$ cat src/rtl/general_defines.sv
`default_nettype none
// ============================================================================
// Package     : general_defines
// Description : Shared widths and types for the reorder-buffer slice. Holds
//               the ROB geometry, architectural/physical/PC index widths and
//               the commit controller's state and occupancy types.
// Revision    : 1.0 - initial release
// ============================================================================
package general_defines;

  localparam int ROB_LENGTH      = 8;
  localparam int ROB_IDX_W       = 3;
  localparam int INSTR_MEM_IDX_W = 8;
  localparam int ARCH_REG_IDX_W  = 5;
  localparam int PHYS_REG_IDX_W  = 6;

  // Commit controller state: normal operation, or the single flush cycle
  // that follows a mispredicted retirement.
  typedef enum logic [0:0] {
    RUN   = 1'b0,
    FLUSH = 1'b1
  } rob_cmt_state_t;

  // Occupancy needs one extra bit so that a full ROB is distinguishable
  // from an empty one.
  typedef logic [ROB_IDX_W:0] rob_cnt_t;

endpackage : general_defines
`default_nettype wire

$ cat src/rtl/rob_commit_ctrl_if.sv
`default_nettype none
// ============================================================================
// Interface   : rob_commit_ctrl_if
// Description : Bundle between the ROB commit controller and its neighbours
//               (rename allocation, execution completion, storage array head
//               read port, retirement consumer, fetch redirect).
//   slave  modport : the controller side.
//   master modport : the environment side (rename/exec/storage/commit).
// Revision    : 1.0 - initial release
// ============================================================================
interface rob_commit_ctrl_if
  import general_defines::*;
#(
  parameter int IDX_W = ROB_IDX_W
) ();

  // allocation
  logic                       alloc_valid;
  logic                       alloc_ready;
  logic                       rob_write;
  logic [IDX_W-1:0]           rob_tail;
  logic [IDX_W-1:0]           rob_head;
  // completion
  logic                       exec_valid;
  logic [IDX_W-1:0]           exec_rob_idx;
  logic                       exec_actual_taken;
  logic [INSTR_MEM_IDX_W-1:0] exec_actual_target;
  // storage head read data
  logic [INSTR_MEM_IDX_W-1:0] head_pc;
  logic [ARCH_REG_IDX_W-1:0]  head_logical_rd;
  logic [PHYS_REG_IDX_W-1:0]  head_phys_rd;
  logic                       head_is_store;
  logic                       head_is_branch;
  logic                       head_pred_taken;
  logic [INSTR_MEM_IDX_W-1:0] head_pred_target;
  // retirement
  logic                       commit_valid;
  logic                       commit_ready;
  logic [ARCH_REG_IDX_W-1:0]  commit_logical_rd;
  logic [PHYS_REG_IDX_W-1:0]  commit_phys_rd;
  logic                       commit_is_store;
  // recovery and status
  logic                       flush;
  logic [INSTR_MEM_IDX_W-1:0] redirect_pc;
  logic [IDX_W:0]             count;
  logic                       empty;
  logic                       full;

  modport slave (
    input  alloc_valid, exec_valid, exec_rob_idx, exec_actual_taken,
           exec_actual_target, head_pc, head_logical_rd, head_phys_rd,
           head_is_store, head_is_branch, head_pred_taken, head_pred_target,
           commit_ready,
    output alloc_ready, rob_write, rob_tail, rob_head, commit_valid,
           commit_logical_rd, commit_phys_rd, commit_is_store, flush,
           redirect_pc, count, empty, full
  );

  modport master (
    output alloc_valid, exec_valid, exec_rob_idx, exec_actual_taken,
           exec_actual_target, head_pc, head_logical_rd, head_phys_rd,
           head_is_store, head_is_branch, head_pred_taken, head_pred_target,
           commit_ready,
    input  alloc_ready, rob_write, rob_tail, rob_head, commit_valid,
           commit_logical_rd, commit_phys_rd, commit_is_store, flush,
           redirect_pc, count, empty, full
  );

endinterface : rob_commit_ctrl_if
`default_nettype wire

$ cat src/rtl/rob_commit_ctrl_ptr.sv
`default_nettype none
// ============================================================================
// Module      : rob_ptr_ctr
// Description : Modulo-DEPTH pointer. clr returns it to 0 and has priority
//               over inc; inc advances it, wrapping DEPTH-1 -> 0.
//   clk, rst (sync, active-low), inc, clr -> ptr [IDX_W-1:0]
// Revision    : 1.0 - initial release
// ============================================================================
module rob_ptr_ctr #(
  parameter int DEPTH = 8,
  parameter int IDX_W = 3
) (
  input  logic             clk,
  input  logic             rst,
  input  logic             inc,
  input  logic             clr,
  output logic [IDX_W-1:0] ptr
);

  localparam logic [IDX_W-1:0] c_last = IDX_W'(DEPTH - 1);
  localparam logic [IDX_W-1:0] c_one  = IDX_W'(1);

  always_ff @(posedge clk) begin
    if (!rst) begin
      ptr <= '0;
    end else if (clr) begin
      ptr <= '0;
    end else if (inc) begin
      ptr <= (ptr == c_last) ? '0 : ptr + c_one;
    end
  end

endmodule : rob_ptr_ctr
`default_nettype wire

$ cat src/rtl/rob_commit_ctrl.sv
`default_nettype none
// ============================================================================
// Module      : rob_commit_ctrl
// Description : Allocation, completion-tracking and in-order retirement
//               controller for the reorder-buffer storage array. Raises a
//               one-cycle flush with a redirect PC when a mispredicted branch
//               retires.
//   clk           : clock, rising edge
//   rst           : synchronous, active-low reset
//   bus (slave)   : alloc/rob_* storage control, exec_* completion,
//                   head_* storage read data, commit_* retirement,
//                   flush/redirect_pc, count/empty/full status
// Build option: ROB_BRANCH_RECOVERY_EN compiles in mispredict detection, the
//               FLUSH state and per-entry resolved-branch storage. Without
//               it, flush/redirect_pc are tied to 0 and branches retire
//               like any other entry.
// Revision    : 1.0 - initial release
// ============================================================================
module rob_commit_ctrl
  import general_defines::*;
#(
  parameter int DEPTH = ROB_LENGTH,
  parameter int IDX_W = ROB_IDX_W
) (
  input  logic              clk,
  input  logic              rst,
  rob_commit_ctrl_if.slave  bus
);

  localparam logic [IDX_W:0] c_depth = (IDX_W+1)'(DEPTH);
  localparam logic [IDX_W:0] c_one   = (IDX_W+1)'(1);

  rob_cmt_state_t   r_state;
  rob_cmt_state_t   w_state_nxt;
  logic [IDX_W:0]   r_count;
  logic [DEPTH-1:0] r_done;

  logic             w_run;
  logic             w_full;
  logic             w_empty;
  logic             w_alloc;
  logic             w_retire;
  logic             w_mispred;
  logic             w_flush_now;
  logic             w_exec_hit;
  logic [IDX_W:0]   w_exec_off;

  // ---------------------------------------------------------------- status
  assign w_run   = (r_state == RUN);
  assign w_full  = (r_count == c_depth);
  assign w_empty = (r_count == '0);

  // alloc_ready looks only at registered state, so a retirement in a full
  // cycle cannot open allocation until the following cycle.
  assign bus.alloc_ready  = w_run & ~w_full;
  assign w_alloc          = bus.alloc_valid & bus.alloc_ready;
  assign bus.rob_write    = w_alloc;

  assign bus.commit_valid = w_run & ~w_empty & r_done[bus.rob_head];
  assign w_retire         = bus.commit_valid & bus.commit_ready;
  assign w_flush_now      = w_retire & w_mispred;

  assign bus.commit_logical_rd = bus.head_logical_rd;
  assign bus.commit_phys_rd    = bus.head_phys_rd;
  assign bus.commit_is_store   = bus.head_is_store;

  assign bus.count = r_count;
  assign bus.empty = w_empty;
  assign bus.full  = w_full;

  // ------------------------------------------------------------ completion
  // Distance of the completing index from head, modulo DEPTH; the index is
  // in flight only when that distance is below the occupancy. Indices at or
  // beyond DEPTH are rejected outright for non-power-of-two depths.
  always_comb begin
    w_exec_off = '0;
    if (bus.exec_rob_idx >= bus.rob_head) begin
      w_exec_off = {1'b0, bus.exec_rob_idx} - {1'b0, bus.rob_head};
    end else begin
      w_exec_off = {1'b0, bus.exec_rob_idx} + c_depth - {1'b0, bus.rob_head};
    end
  end

  assign w_exec_hit = bus.exec_valid & w_run &
                      ({1'b0, bus.exec_rob_idx} < c_depth) &
                      (w_exec_off < r_count);

  // -------------------------------------------------------------- pointers
  rob_ptr_ctr #(.DEPTH(DEPTH), .IDX_W(IDX_W)) u_head_ptr (
    .clk (clk),
    .rst (rst),
    .inc (w_retire),
    .clr (w_flush_now),
    .ptr (bus.rob_head)
  );

  rob_ptr_ctr #(.DEPTH(DEPTH), .IDX_W(IDX_W)) u_tail_ptr (
    .clk (clk),
    .rst (rst),
    .inc (w_alloc),
    .clr (w_flush_now),
    .ptr (bus.rob_tail)
  );

  // ----------------------------------------------------- occupancy / done
  always_ff @(posedge clk) begin
    if (!rst) begin
      r_count <= '0;
      r_done  <= '0;
    end else if (w_flush_now) begin
      r_count <= '0;
      r_done  <= '0;
    end else begin
      if (w_alloc && !w_retire) begin
        r_count <= r_count + c_one;
      end else if (!w_alloc && w_retire) begin
        r_count <= r_count - c_one;
      end
      if (w_alloc) begin
        r_done[bus.rob_tail] <= 1'b0;
      end
      if (w_exec_hit) begin
        r_done[bus.exec_rob_idx] <= 1'b1;
      end
    end
  end

  // ------------------------------------------------------------------- FSM
  always_ff @(posedge clk) begin
    if (!rst) begin
      r_state <= RUN;
    end else begin
      r_state <= w_state_nxt;
    end
  end

  always_comb begin
    w_state_nxt = r_state;
    case (r_state)
      RUN:     if (w_flush_now) w_state_nxt = FLUSH;
      FLUSH:   w_state_nxt = RUN;
      default: w_state_nxt = RUN;
    endcase
  end

  // ------------------------------------------------------ branch recovery
`ifdef ROB_BRANCH_RECOVERY_EN
  logic [DEPTH-1:0]           r_act_taken;
  logic [INSTR_MEM_IDX_W-1:0] r_act_target [DEPTH];
  logic [INSTR_MEM_IDX_W-1:0] r_redirect_pc;
  logic                       w_head_taken;
  logic [INSTR_MEM_IDX_W-1:0] w_head_target;

  // Resolved outcome is only meaningful once done is set, so no reset.
  always_ff @(posedge clk) begin
    if (w_exec_hit) begin
      r_act_taken[bus.exec_rob_idx]  <= bus.exec_actual_taken;
      r_act_target[bus.exec_rob_idx] <= bus.exec_actual_target;
    end
  end

  assign w_head_taken  = r_act_taken[bus.rob_head];
  assign w_head_target = r_act_target[bus.rob_head];

  // Target only matters when the branch was actually taken.
  assign w_mispred = bus.head_is_branch &
                     ((w_head_taken != bus.head_pred_taken) |
                      (w_head_taken & (w_head_target != bus.head_pred_target)));

  always_ff @(posedge clk) begin
    if (!rst) begin
      r_redirect_pc <= '0;
    end else if (w_flush_now) begin
      r_redirect_pc <= w_head_taken ? w_head_target
                                    : bus.head_pc + INSTR_MEM_IDX_W'(1);
    end
  end

  assign bus.flush       = (r_state == FLUSH);
  assign bus.redirect_pc = r_redirect_pc;
`else
  logic w_unused_ok;

  assign w_mispred       = 1'b0;
  assign bus.flush       = 1'b0;
  assign bus.redirect_pc = '0;
  assign w_unused_ok     = ^{bus.exec_actual_taken, bus.exec_actual_target,
                             bus.head_pc, bus.head_is_branch,
                             bus.head_pred_taken, bus.head_pred_target};
`endif

endmodule : rob_commit_ctrl
`default_nettype wire

$ cat src/flat_wrapper.sv
// flat-port wrapper written by rule: the top's interface ports become plain ports
module rob_commit_ctrl_flat import general_defines::*;
#(
  parameter int DEPTH = ROB_LENGTH,
  parameter int IDX_W = ROB_IDX_W
)
  (clk, rst, bus_alloc_valid, bus_exec_valid, bus_exec_rob_idx, bus_exec_actual_taken, bus_exec_actual_target, bus_head_pc, bus_head_logical_rd, bus_head_phys_rd, bus_head_is_store, bus_head_is_branch, bus_head_pred_taken, bus_head_pred_target, bus_commit_ready, bus_alloc_ready, bus_rob_write, bus_rob_tail, bus_rob_head, bus_commit_valid, bus_commit_logical_rd, bus_commit_phys_rd, bus_commit_is_store, bus_flush, bus_redirect_pc, bus_count, bus_empty, bus_full);
  rob_commit_ctrl_if #(.IDX_W(IDX_W)) bus_i ();
  input  logic clk;
  input  logic rst;
  input wire logic [$bits(bus_i.alloc_valid)-1:0] bus_alloc_valid;
  input wire logic [$bits(bus_i.exec_valid)-1:0] bus_exec_valid;
  input wire logic [$bits(bus_i.exec_rob_idx)-1:0] bus_exec_rob_idx;
  input wire logic [$bits(bus_i.exec_actual_taken)-1:0] bus_exec_actual_taken;
  input wire logic [$bits(bus_i.exec_actual_target)-1:0] bus_exec_actual_target;
  input wire logic [$bits(bus_i.head_pc)-1:0] bus_head_pc;
  input wire logic [$bits(bus_i.head_logical_rd)-1:0] bus_head_logical_rd;
  input wire logic [$bits(bus_i.head_phys_rd)-1:0] bus_head_phys_rd;
  input wire logic [$bits(bus_i.head_is_store)-1:0] bus_head_is_store;
  input wire logic [$bits(bus_i.head_is_branch)-1:0] bus_head_is_branch;
  input wire logic [$bits(bus_i.head_pred_taken)-1:0] bus_head_pred_taken;
  input wire logic [$bits(bus_i.head_pred_target)-1:0] bus_head_pred_target;
  input wire logic [$bits(bus_i.commit_ready)-1:0] bus_commit_ready;
  output wire logic [$bits(bus_i.alloc_ready)-1:0] bus_alloc_ready;
  output wire logic [$bits(bus_i.rob_write)-1:0] bus_rob_write;
  output wire logic [$bits(bus_i.rob_tail)-1:0] bus_rob_tail;
  output wire logic [$bits(bus_i.rob_head)-1:0] bus_rob_head;
  output wire logic [$bits(bus_i.commit_valid)-1:0] bus_commit_valid;
  output wire logic [$bits(bus_i.commit_logical_rd)-1:0] bus_commit_logical_rd;
  output wire logic [$bits(bus_i.commit_phys_rd)-1:0] bus_commit_phys_rd;
  output wire logic [$bits(bus_i.commit_is_store)-1:0] bus_commit_is_store;
  output wire logic [$bits(bus_i.flush)-1:0] bus_flush;
  output wire logic [$bits(bus_i.redirect_pc)-1:0] bus_redirect_pc;
  output wire logic [$bits(bus_i.count)-1:0] bus_count;
  output wire logic [$bits(bus_i.empty)-1:0] bus_empty;
  output wire logic [$bits(bus_i.full)-1:0] bus_full;
  assign bus_i.alloc_valid = bus_alloc_valid;
  assign bus_i.exec_valid = bus_exec_valid;
  assign bus_i.exec_rob_idx = bus_exec_rob_idx;
  assign bus_i.exec_actual_taken = bus_exec_actual_taken;
  assign bus_i.exec_actual_target = bus_exec_actual_target;
  assign bus_i.head_pc = bus_head_pc;
  assign bus_i.head_logical_rd = bus_head_logical_rd;
  assign bus_i.head_phys_rd = bus_head_phys_rd;
  assign bus_i.head_is_store = bus_head_is_store;
  assign bus_i.head_is_branch = bus_head_is_branch;
  assign bus_i.head_pred_taken = bus_head_pred_taken;
  assign bus_i.head_pred_target = bus_head_pred_target;
  assign bus_i.commit_ready = bus_commit_ready;
  assign bus_alloc_ready = bus_i.alloc_ready;
  assign bus_rob_write = bus_i.rob_write;
  assign bus_rob_tail = bus_i.rob_tail;
  assign bus_rob_head = bus_i.rob_head;
  assign bus_commit_valid = bus_i.commit_valid;
  assign bus_commit_logical_rd = bus_i.commit_logical_rd;
  assign bus_commit_phys_rd = bus_i.commit_phys_rd;
  assign bus_commit_is_store = bus_i.commit_is_store;
  assign bus_flush = bus_i.flush;
  assign bus_redirect_pc = bus_i.redirect_pc;
  assign bus_count = bus_i.count;
  assign bus_empty = bus_i.empty;
  assign bus_full = bus_i.full;
  rob_commit_ctrl #(.DEPTH(DEPTH), .IDX_W(IDX_W)) u_core (.clk(clk), .rst(rst), .bus(bus_i));
endmodule
$ cat config.mk
export PLATFORM = sky130hd
export DESIGN_NAME = rob_commit_ctrl_flat
export DESIGN_NICKNAME = d
export VERILOG_FILES = /design/src/rtl/general_defines.sv /design/src/rtl/rob_commit_ctrl_if.sv /design/src/rtl/rob_commit_ctrl_ptr.sv /design/src/rtl/rob_commit_ctrl.sv /design/src/flat_wrapper.sv
export SDC_FILE = /design/constraint.sdc
export NUM_CORES = 1
export LEC_CHECK = 0
export ABC_AREA = 1
export CORE_MARGIN = 10
export CORE_UTILIZATION = 35
export DETAILED_ROUTE_END_ITERATION = 8
export PLACE_DENSITY_LB_ADDON = 0.2
export SLEW_MARGIN = 20
export SYNTH_ARGS = -nofsm -noshare
export SYNTH_HDL_FRONTEND = slang
export SYNTH_SLANG_ARGS = --single-unit
$ cat constraint.sdc
create_clock -name clk -period 2.49 [get_ports clk]
set_input_delay 0.3735 -clock clk [delete_from_list [all_inputs] [get_ports clk]]
set_output_delay 0.3735 -clock clk [all_outputs]
set_load 0.01 [all_outputs]
Yosys cells after proc, flatten, opt, wreduce, memory -nomap -nowiden
Index checks and enable logic that the tools add are counted.
{"block": "word_totals", "register_bits": 18, "elab_cells": 52, "output_inout_bits": 36, "in_bits": 47}
{"block": "classes", "bitwise_logic": 9, "n_addsub": 7, "magnitude_cmp": 7, "n_mux": 14, "n_reduce_logical": 8, "eq_ne": 3}
{"operator": "two-way mux 8 bit", "n": 3}
{"operator": "< comparator 3 x 4 -> 1 bit, second input constant", "n": 3}
{"operator": "two-way mux 4 bit", "n": 3}
{"operator": "bitwise AND 8 bit", "n": 1}
{"operator": "inverter 8 bit", "n": 1}
{"operator": "bitwise OR 8 bit", "n": 1}
{"operator": "adder 3 x 1 -> 3 bit, second input constant", "n": 2}
{"operator": "demux 1 bit (select 3 bit)", "n": 2}
{"operator": "== test 3 bit, second input constant", "n": 2}
{"operator": "greater-or-equal comparator 3 x 1 -> 1 bit, second input constant", "n": 2}
{"operator": "two-way mux 3 bit", "n": 2}
{"operator": "adder 3 x 4 -> 4 bit, second input constant", "n": 1}
{"operator": "adder 4 x 1 -> 4 bit, second input constant", "n": 1}
{"operator": "bitwise AND 1 bit", "n": 4}
{"operator": "== test 4 bit, second input constant", "n": 1}
{"operator": "logical AND 1 bit", "n": 4}
{"operator": "logical NOT 4 bit", "n": 1}
{"operator": "< comparator 4 bit", "n": 1}
{"operator": "subtractor 3 x 3 -> 4 bit", "n": 1}
{"operator": "subtractor 4 x 1 -> 4 bit, second input constant", "n": 1}
{"operator": "subtractor 4 x 3 -> 4 bit", "n": 1}
{"operator": "binary-select mux 1 bit (select 3 bit)", "n": 1}
{"operator": "greater-or-equal comparator 3 bit", "n": 1}
{"operator": "two-way mux 1 bit", "n": 3}
{"operator": "other kinds (3)", "n": 5}

Depth between registers and ports, before layout
Gate-level depths: netlist of run 1.
{"block": "depth", "ltp_word": 10, "ltp_mapped": 16, "mapped_depth_nobuf": 16}

Cells and area by module
Synthesis of run 1 repeated with hierarchy kept, for this count alone.
{"block": "unflattened", "cells_unflattened": 226, "area_unflattened_um2": 1530.2}
{"mod": "rob_commit_ctrl", "seq_area_each_um2": 240.2, "cells_each": 188, "instances": 1, "area_each_um2": 1242.4}
{"mod": "rob_ptr_ctr", "seq_area_each_um2": 60.1, "cells_each": 19, "instances": 2, "area_each_um2": 143.9}

Worst setup path before layout of run 1
Ideal clock, no wire load.
{"block": "synth_path", "path_kind": "register to register", "startpoint": "register u_core.u_head_ptr.ptr[0]", "endpoint": "register u_core.r_done[2]", "period_less_slack_ns": 2.471, "required_time_ns": 2.420, "setup_time_ns": 0.070, "t_arrival_ns": 2.401, "path_buffers": 0, "path_slack_ns": 0.019, "path_stages_with_launch": 12, "path_cell_list": "dfxtp_1 ha_1 inv_1 fa_1 inv_1 fa_1 nand2_1 xor2_1 ha_1 a21oi_1 nand4_1 a21oi_1"}
{"block": "synth_between", "elab_chain_len": 5, "elab_cells_between_ends": 7, "classes_between": "add/sub (2); order compare (2); mux (2); bitwise (1)"}
{"element": "from (decl)", "line_no": "rob_commit_ctrl_ptr.sv:17", "text": "output logic [IDX_W-1:0] ptr"}
{"element": "from (signal assigned)", "line_no": "rob_commit_ctrl_ptr.sv:29", "text": "ptr <= (ptr == c_last) ? '0 : ptr + c_one;"}
{"element": "subtractor 4 x 3 -> 4 bit, or another cell as far along", "line_no": "rob_commit_ctrl.sv:80", "text": "w_exec_off = {1'b0, bus.exec_rob_idx} + c_depth - {1'b0, bus.rob_head};"}
{"element": "two-way mux 4 bit *", "line_no": "rob_commit_ctrl.sv:77", "text": "if (bus.exec_rob_idx >= bus.rob_head) begin"}
{"element": "< comparator 4 bit *", "line_no": "rob_commit_ctrl.sv:86", "text": "(w_exec_off < r_count);"}
{"element": "bitwise AND 1 bit *", "line_no": "rob_commit_ctrl.sv:85", "text": "({1'b0, bus.exec_rob_idx} < c_depth) &"}
{"element": "two-way mux 8 bit *", "line_no": "rob_commit_ctrl.sv:122", "text": "if (w_exec_hit) begin"}
{"element": "to (signal assigned)", "line_no": "rob_commit_ctrl.sv:109", "text": "r_done <= '0;"}
{"element": "to (signal, indexed assignment)", "line_no": "rob_commit_ctrl.sv:120", "text": "r_done[bus.rob_tail] <= 1'b0;"}
{"element": "to (signal, indexed assignment)", "line_no": "rob_commit_ctrl.sv:123", "text": "r_done[bus.exec_rob_idx] <= 1'b1;"}
{"element": "to (decl)", "line_no": "rob_commit_ctrl.sv:36", "text": "logic [DEPTH-1:0] r_done;"}
Every way passes the cells marked *; elsewhere a longest branch is shown, timed or not.
A chain may end at the register's enable or synchronous reset.

Worst setup path in the final report of run 1
{"block": "layout_path", "startpoint": "register u_core.u_head_ptr.ptr[0]", "endpoint": "register u_core.r_done[7]"}
The elaborated chain is that of the path after synthesis.

==> flow_summary.toml, run 1 <==
[outcome]
status = "finished clean"

[logic_synthesis]
synth_compound_area_share_pct = 11.54
yosysTopAreaCell = "dfxtp_1"
syn-instance-count = 195
yosys_warnings = 0
synthAdderAreaFrac_pct = 15.44
synth-simple-area-share_pct = 26.37
synth_top_family_by_area = "simple AND/OR/NAND/NOR gates"
synth_area_leaders = "dfxtp_1, ha_1, buf_4, a21oi_1, inv_1"
ys_seq_area_share_pct = 24.98
yosys.area.top_type_share_pct = 24.98
synth_xor_xnor_area_share_pct = 1.821
synth_area_mm2 = 0.001443
ys_ff_latch = 18
synthMuxAreaShare_pct = 0
syn_area_per_cell_um2 = 7.398
synthDistinctLibCells = 26

[power_and_ir_drop]
pwr-share-comb_pct = 42.6
switchingPower_uw = 358.9
p_int_uw = 657.1
p_sw_share_pct = 35.33
power_frac_seq_pct = 33.8
clock_power_share_pct = 23.6
ir_worst_vdd_mv = 0.2335
p_total_mw = 1.016
p_leak_nw = 0.8245
p_per_area_mw_per_mm2 = 569.4

[die]
die_h_um = 84.20
num_rows = 23
io-pin-count = 83
die_area_mm2 = 0.007090
die_x_um = 84.20
core_mm2 = 0.004000
initial_core_util_pct = 36.07

[setup_path]
cpPeakStageDelay_ps = 350
cp_top_family = "adder cells"
path_cells = "ha_2 -> inv_2 -> fa_2 -> inv_2 -> fa_1 -> nand2_1 -> xor2_1 -> ha_1 -> a21oi_2 -> buf_6 -> nand4_1 -> a21oi_2"
path_class = "flip-flop to flip-flop"
startpoint_type = "flip-flop"
cp_slowest_cell = "fa_1"
end_kind = "flip-flop"
worstPathArrival_ps = 2510
critical_path_required_ps = 2680
cp_max_fo = 8
critical_path_buf_inv_count = 3

[placement]
io_buffers = 22
gp_congestion = 0.7730
postPlaceCellArea_mm2 = 0.001698
hpwlAfterDp_um = 2838

[drt]
vias = 1269
drt_wl_total_um = 3420
drt-initial-drc-count = 89
first_pass_iters = 4
antenna_left = 0
wl_per_cell_um = 12.57
avgViaCountPerCell = 4.665
drc = 0

[global_route]
grt_pass1_wl_um = 5837
antenna_found_initial = 0
grt_overflow = 0
grt_max_degree = 15
grtUsageTotal_pct = 9.717
grt_pass1_vias = 1233

[timing]
fin_skew_ps = 2.074
maxSlewViolCount = 0
grt_setup_unrepaired = "no"
finalHoldViolCount = 0
setup_viol = 0
fmax_ghz = 0.4323
layout_min_cycle_time_ps = 2313
post-route-period-util_pct = 92.91

[finish]
area_growth_pct = 23.68
drive_above_1_share_pct = 19.82
antennaDiodeCount = 0
fill_cells = 430
final_common_cell = "nand2_1"
final_area_mm2 = 0.001784
mostFrequentLayoutCells = "nand2_1, inv_1, clkdlybuf4s50_1"
nNetsFinal = 286

[clock_tree]
ctsLongestPathBuffers = 2
clk_pin_slew_ps = 70
cts_made_buffers = 3
ctsHtreeMaxLevel = 1
tritoncts = "yes"
numClockSinks = 18
clock_latency_ps = 250
cts_root_buffer = "clkbuf_8"

[min_path]
hp-class = "flip-flop to flip-flop"

[run]
maxCapViolCount = 0
==> metal layers <==
metal  GRT usage, %  routed length, um
met5              0                  0
met3          2.222                184
met2          15.01               1494
met4          3.805                 53
met1          12.69               1687
==> state kept, by name, summed over array words and instances (netlist names) <==
name	cells
u_core.r_done	8
u_core.u_head_ptr.ptr	3
u_core.u_tail_ptr.ptr	3
u_core.bus.count	4
==> worst reg2reg max path, cell delays in order (launching register included) <==
cell and delay [ps]:
dfxtp_2 340, ha_2 180, inv_2 60, fa_2 190, inv_2 30, fa_1 350
nand2_1 90, xor2_1 170, ha_1 280, a21oi_2 150, buf_6 140, nand4_1 140
a21oi_2 150
==> worst paths after layout <==
check                                        start                          end  slack [ps]  cells past startpoint
min                    u_core.r_done[5]$_SDFF_PN0_  u_core.r_done[5]$_SDFF_PN0_         480                      2
max reg2reg  u_core.u_head_ptr.ptr[0]$_SDFFE_PN0P_  u_core.r_done[7]$_SDFF_PN0_         180                     12
max          u_core.u_head_ptr.ptr[0]$_SDFFE_PN0P_  u_core.r_done[7]$_SDFF_PN0_         180                     12
min reg2reg            u_core.r_done[5]$_SDFF_PN0_  u_core.r_done[5]$_SDFF_PN0_         480                      2
==> cell type report <==
class	instances	area (um2)	area share [%]
Inverter	28	105.1	5.891
Clock buffer	4	55.05	3.086
Sequential cell	18	361.6	20.27
Timing Repair Buffer	39	349.1	19.57
Multi-Input combinational cell	133	850.8	47.69
Tap cell	50	62.56	3.506
==> cells in the mapped netlist <==
master    number
buf_4         21
buf_6          1
nand3b_2       1
xor2_1         3
nor2_2         1
buf_2          1
dfxtp_1       18
nor2_1        11
a31oi_1        1
nand2_1       22
inv_2          4
nand4_1        8
nor3_1         8
nand2_2        1
buf_1          1
fa_1           3
o21ai_1       10
inv_1         24
conb_1         1
nand4_4        1
nand3_1       13
ha_1          13
and3_1         1
o21ai_0        4
a21oi_1       18
nand3_2        5
==> per-stage QoR <==
step | std cells | util (%) | hold slack (ps) | setup TNS (ps) | worst slack [ps]
4_1_cts | 271 | 44.20 | 481.7 | 0 | 85.10
3_3_place_gp | 267 | 42.45 | 467.3 | -2870 | -397.4
6_report | 272 | 44.60 | 480.6 | 0 | 176.5
3_5_place_dp | 267 | 42.45 | 471.9 | -3046 | -434.2
2_1_floorplan | 203 | - | 454.2 | 0 | 19.14
5_1_grt | 272 | 44.60 | 513.7 | 0 | 10.67
==> repair_timing <==
| item | in CTS | in global routing |
|---|---|---|
| hold buffers | 0 | 0 |
| pin swaps | 5 | 5 |
| endpoints found under the setup margin | 8 | 9 |
| setup buffers | 0 | 1 |
| resized for setup | 6 | 9 |
==> power groups by stage <==
stage	registers [mW]	logic, mW	clock network, mW
global placement	0.350	0.409	0
CTS	0.343	0.436	0.246
global route	0.347	0.491	0.258
floorplan	0.364	0.253	0
finish	0.343	0.433	0.239
detailed placement	0.349	0.417	0
==> kinds of logic (layout without fill, tap and decap cells) <==
logic type      count (synthesis)  in the layout
compound gates                 33             33
xor+xnor                        3              3
fa+ha+maj                      16             16
buf+inv                        52             71
flops                          18             18
other cells                     1              9
simple gates                   72             72
No activity file was read; power rests on OpenSTA's default activity.
==> run 2: changes to the inputs <==
- CORE_MARGIN: 10 -> 2
==> run 2 against run 1 <==
Compared with the run above: register-to-register slack hardly changed; via count is 0.79% lower; sequential share of layout area is 0.19 points higher; critical path depth is 2 higher; non-clock buffer count is 2 lower; clock-buffer cell count stayed put; routed wire length is 9.7% lower; critical endpoint is now u_core.r_done[3]$_SDFF_PN0_.
==> flow_summary.toml, run 2 (synthesized netlist as in run 1, its figures left out) <==
[outcome]
status = "finished clean"

[finish]
largest_register_ffs = 8
mostFrequentLayoutCells = "inv_1, nand2_1, clkdlybuf4s50_1"
drive_above_1_share_pct = 16.82
final_area_mm2 = 0.001768
post-route-util_pct = 44.52
area_growth_pct = 22.55
largest-register = "u_core.r_done"
antennaDiodeCount = 0
nNetsFinal = 284

[timing]
fin_skew_ps = 0.8454
setup_viol = 0
maxSlewViolCount = 0
layout_min_cycle_time_ps = 2302
finalHoldViolCount = 0
post-route-period-util_pct = 92.47
grt_setup_unrepaired = "no"
fmax_ghz = 0.4343

[die]
die_h_um = 68.20
die_x_um = 68.20
num_rows = 23
io-pin-count = 83
core_mm2 = 0.003971
die_area_mm2 = 0.004651
initial_core_util_pct = 36.33

[clock_tree]
numClockSinks = 18
tritoncts = "yes"
ctsHtreeMaxLevel = 1
cts_root_buffer = "clkbuf_8"
ctsLongestPathBuffers = 2
cts_made_buffers = 3
clk_pin_slew_ps = 70
clock_latency_ps = 250

[setup_path]
path_class = "primary input to flip-flop"
critical_path_required_ps = 2670
end_kind = "flip-flop"
cp_max_fo = 8
worstPathArrival_ps = 2480
startpoint_type = "primary input"

[power_and_ir_drop]
pwr-share-comb_pct = 41.4
p_int_uw = 649.3
power_frac_seq_pct = 34.6
p_leak_nw = 0.8204
ir_worst_vdd_mv = 0.1627
p_sw_share_pct = 35.20
p_per_area_mw_per_mm2 = 566.7
switchingPower_uw = 352.7
clock_power_share_pct = 24.0

[drt]
drt_wl_total_um = 3089
vias = 1259
avgViaCountPerCell = 4.663
drc = 0
wl_per_cell_um = 11.44
first_pass_iters = 4
antenna_left = 0
drt-initial-drc-count = 71

[placement]
gp_congestion = 0.7577
hpwlAfterDp_um = 2477
io_buffers = 22
postPlaceCellArea_mm2 = 0.001683

[global_route]
antenna_found_initial = 0
grt_max_degree = 15
grt_overflow = 0
grt_pass1_wl_um = 4940
grtUsageTotal_pct = 14.06
grt_pass1_vias = 1105

[min_path]
hp-class = "flip-flop to flip-flop"

[run]
maxCapViolCount = 0
==> run 2: worst paths after layout <==
path                                                            start  slack (ps)                     endpoint  cells past startpoint
worst min-delay path                      u_core.r_done[5]$_SDFF_PN0_         480  u_core.r_done[5]$_SDFF_PN0_                      2
worst max register to register  u_core.u_head_ptr.ptr[0]$_SDFFE_PN0P_         190  u_core.r_done[3]$_SDFF_PN0_                     12
worst min register to register            u_core.r_done[5]$_SDFF_PN0_         480  u_core.r_done[5]$_SDFF_PN0_                      2
worst max-delay path                              bus_exec_rob_idx[0]         190  u_core.r_done[3]$_SDFF_PN0_                     14
==> run 2: what timing repair did <==
action,4_1_cts,5_1_grt
hold buffers,0,0
setup endpoints to repair,8,8
pin swaps,5,6
setup buffers,1,0
resized for setup,4,6
==> run 2: metrics by stage <==
step           worst slack (ps)  hold slack, ps  TNS, ps  total power [mW]  std cells
2_1_floorplan             19.14           454.2        0            0.6171        203
3_3_place_gp             -374.5           472.4    -2700            0.7451        265
3_5_place_dp             -409.3           470.7    -2921            0.7482        265
4_1_cts                   65.81           481.6        0            0.9968        270
5_1_grt                   27.84           505.8        0             1.076        270
6_report                  187.6           477.4        0             1.002        270
==> run 2: cell type report <==
type / instances / area, um2
Fill cell: 425 / 2203
Multi-Input combinational cell: 133 / 844.6
Sequential cell: 18 / 361.6
Timing Repair Buffer: 37 / 339.1
Inverter: 28 / 105.1
Tap cell: 50 / 62.56
Clock buffer: 4 / 55.05
==> run 2: power groups by stage <==
stage | combinational (mW) | sequential [mW] | clock (mW)
final | 0.415 | 0.347 | 0.241
after global routing | 0.468 | 0.352 | 0.256
after CTS | 0.404 | 0.347 | 0.246
after detailed placement | 0.394 | 0.354 | 0
after global placement | 0.392 | 0.353 | 0
after floorplan | 0.253 | 0.364 | 0
==> run 2: routing by layer <==
layer  global-route usage (%)  routed length [um]  vias up  share of wire [%]
met1                    20.56                1610      556                 52
met3                    1.316                 129        2                4.2
li1                         -                   -      672                  -
met2                    21.48                1322       29                 43
met5                        0                   0        -                  0
met4                    4.750                  27        0               0.87
==> run 2: worst max-delay path, cell delays in order <==
cell and delay, ps:
clkdlybuf4s15_1 200, inv_2 50, ha_1 180, inv_2 60, fa_2 170, inv_1 40
fa_1 360, nand2_1 80, xor2_1 140, ha_1 260, a21oi_2 120, buf_4 150
nand4_1 140, a21oi_1 160
==> run 3: changes to the inputs <==
- SKIP_LAST_GASP: not set -> 1
==> results of run 3 <==
Same layout as run 2: the final DEF is identical, and so are final timing and power.
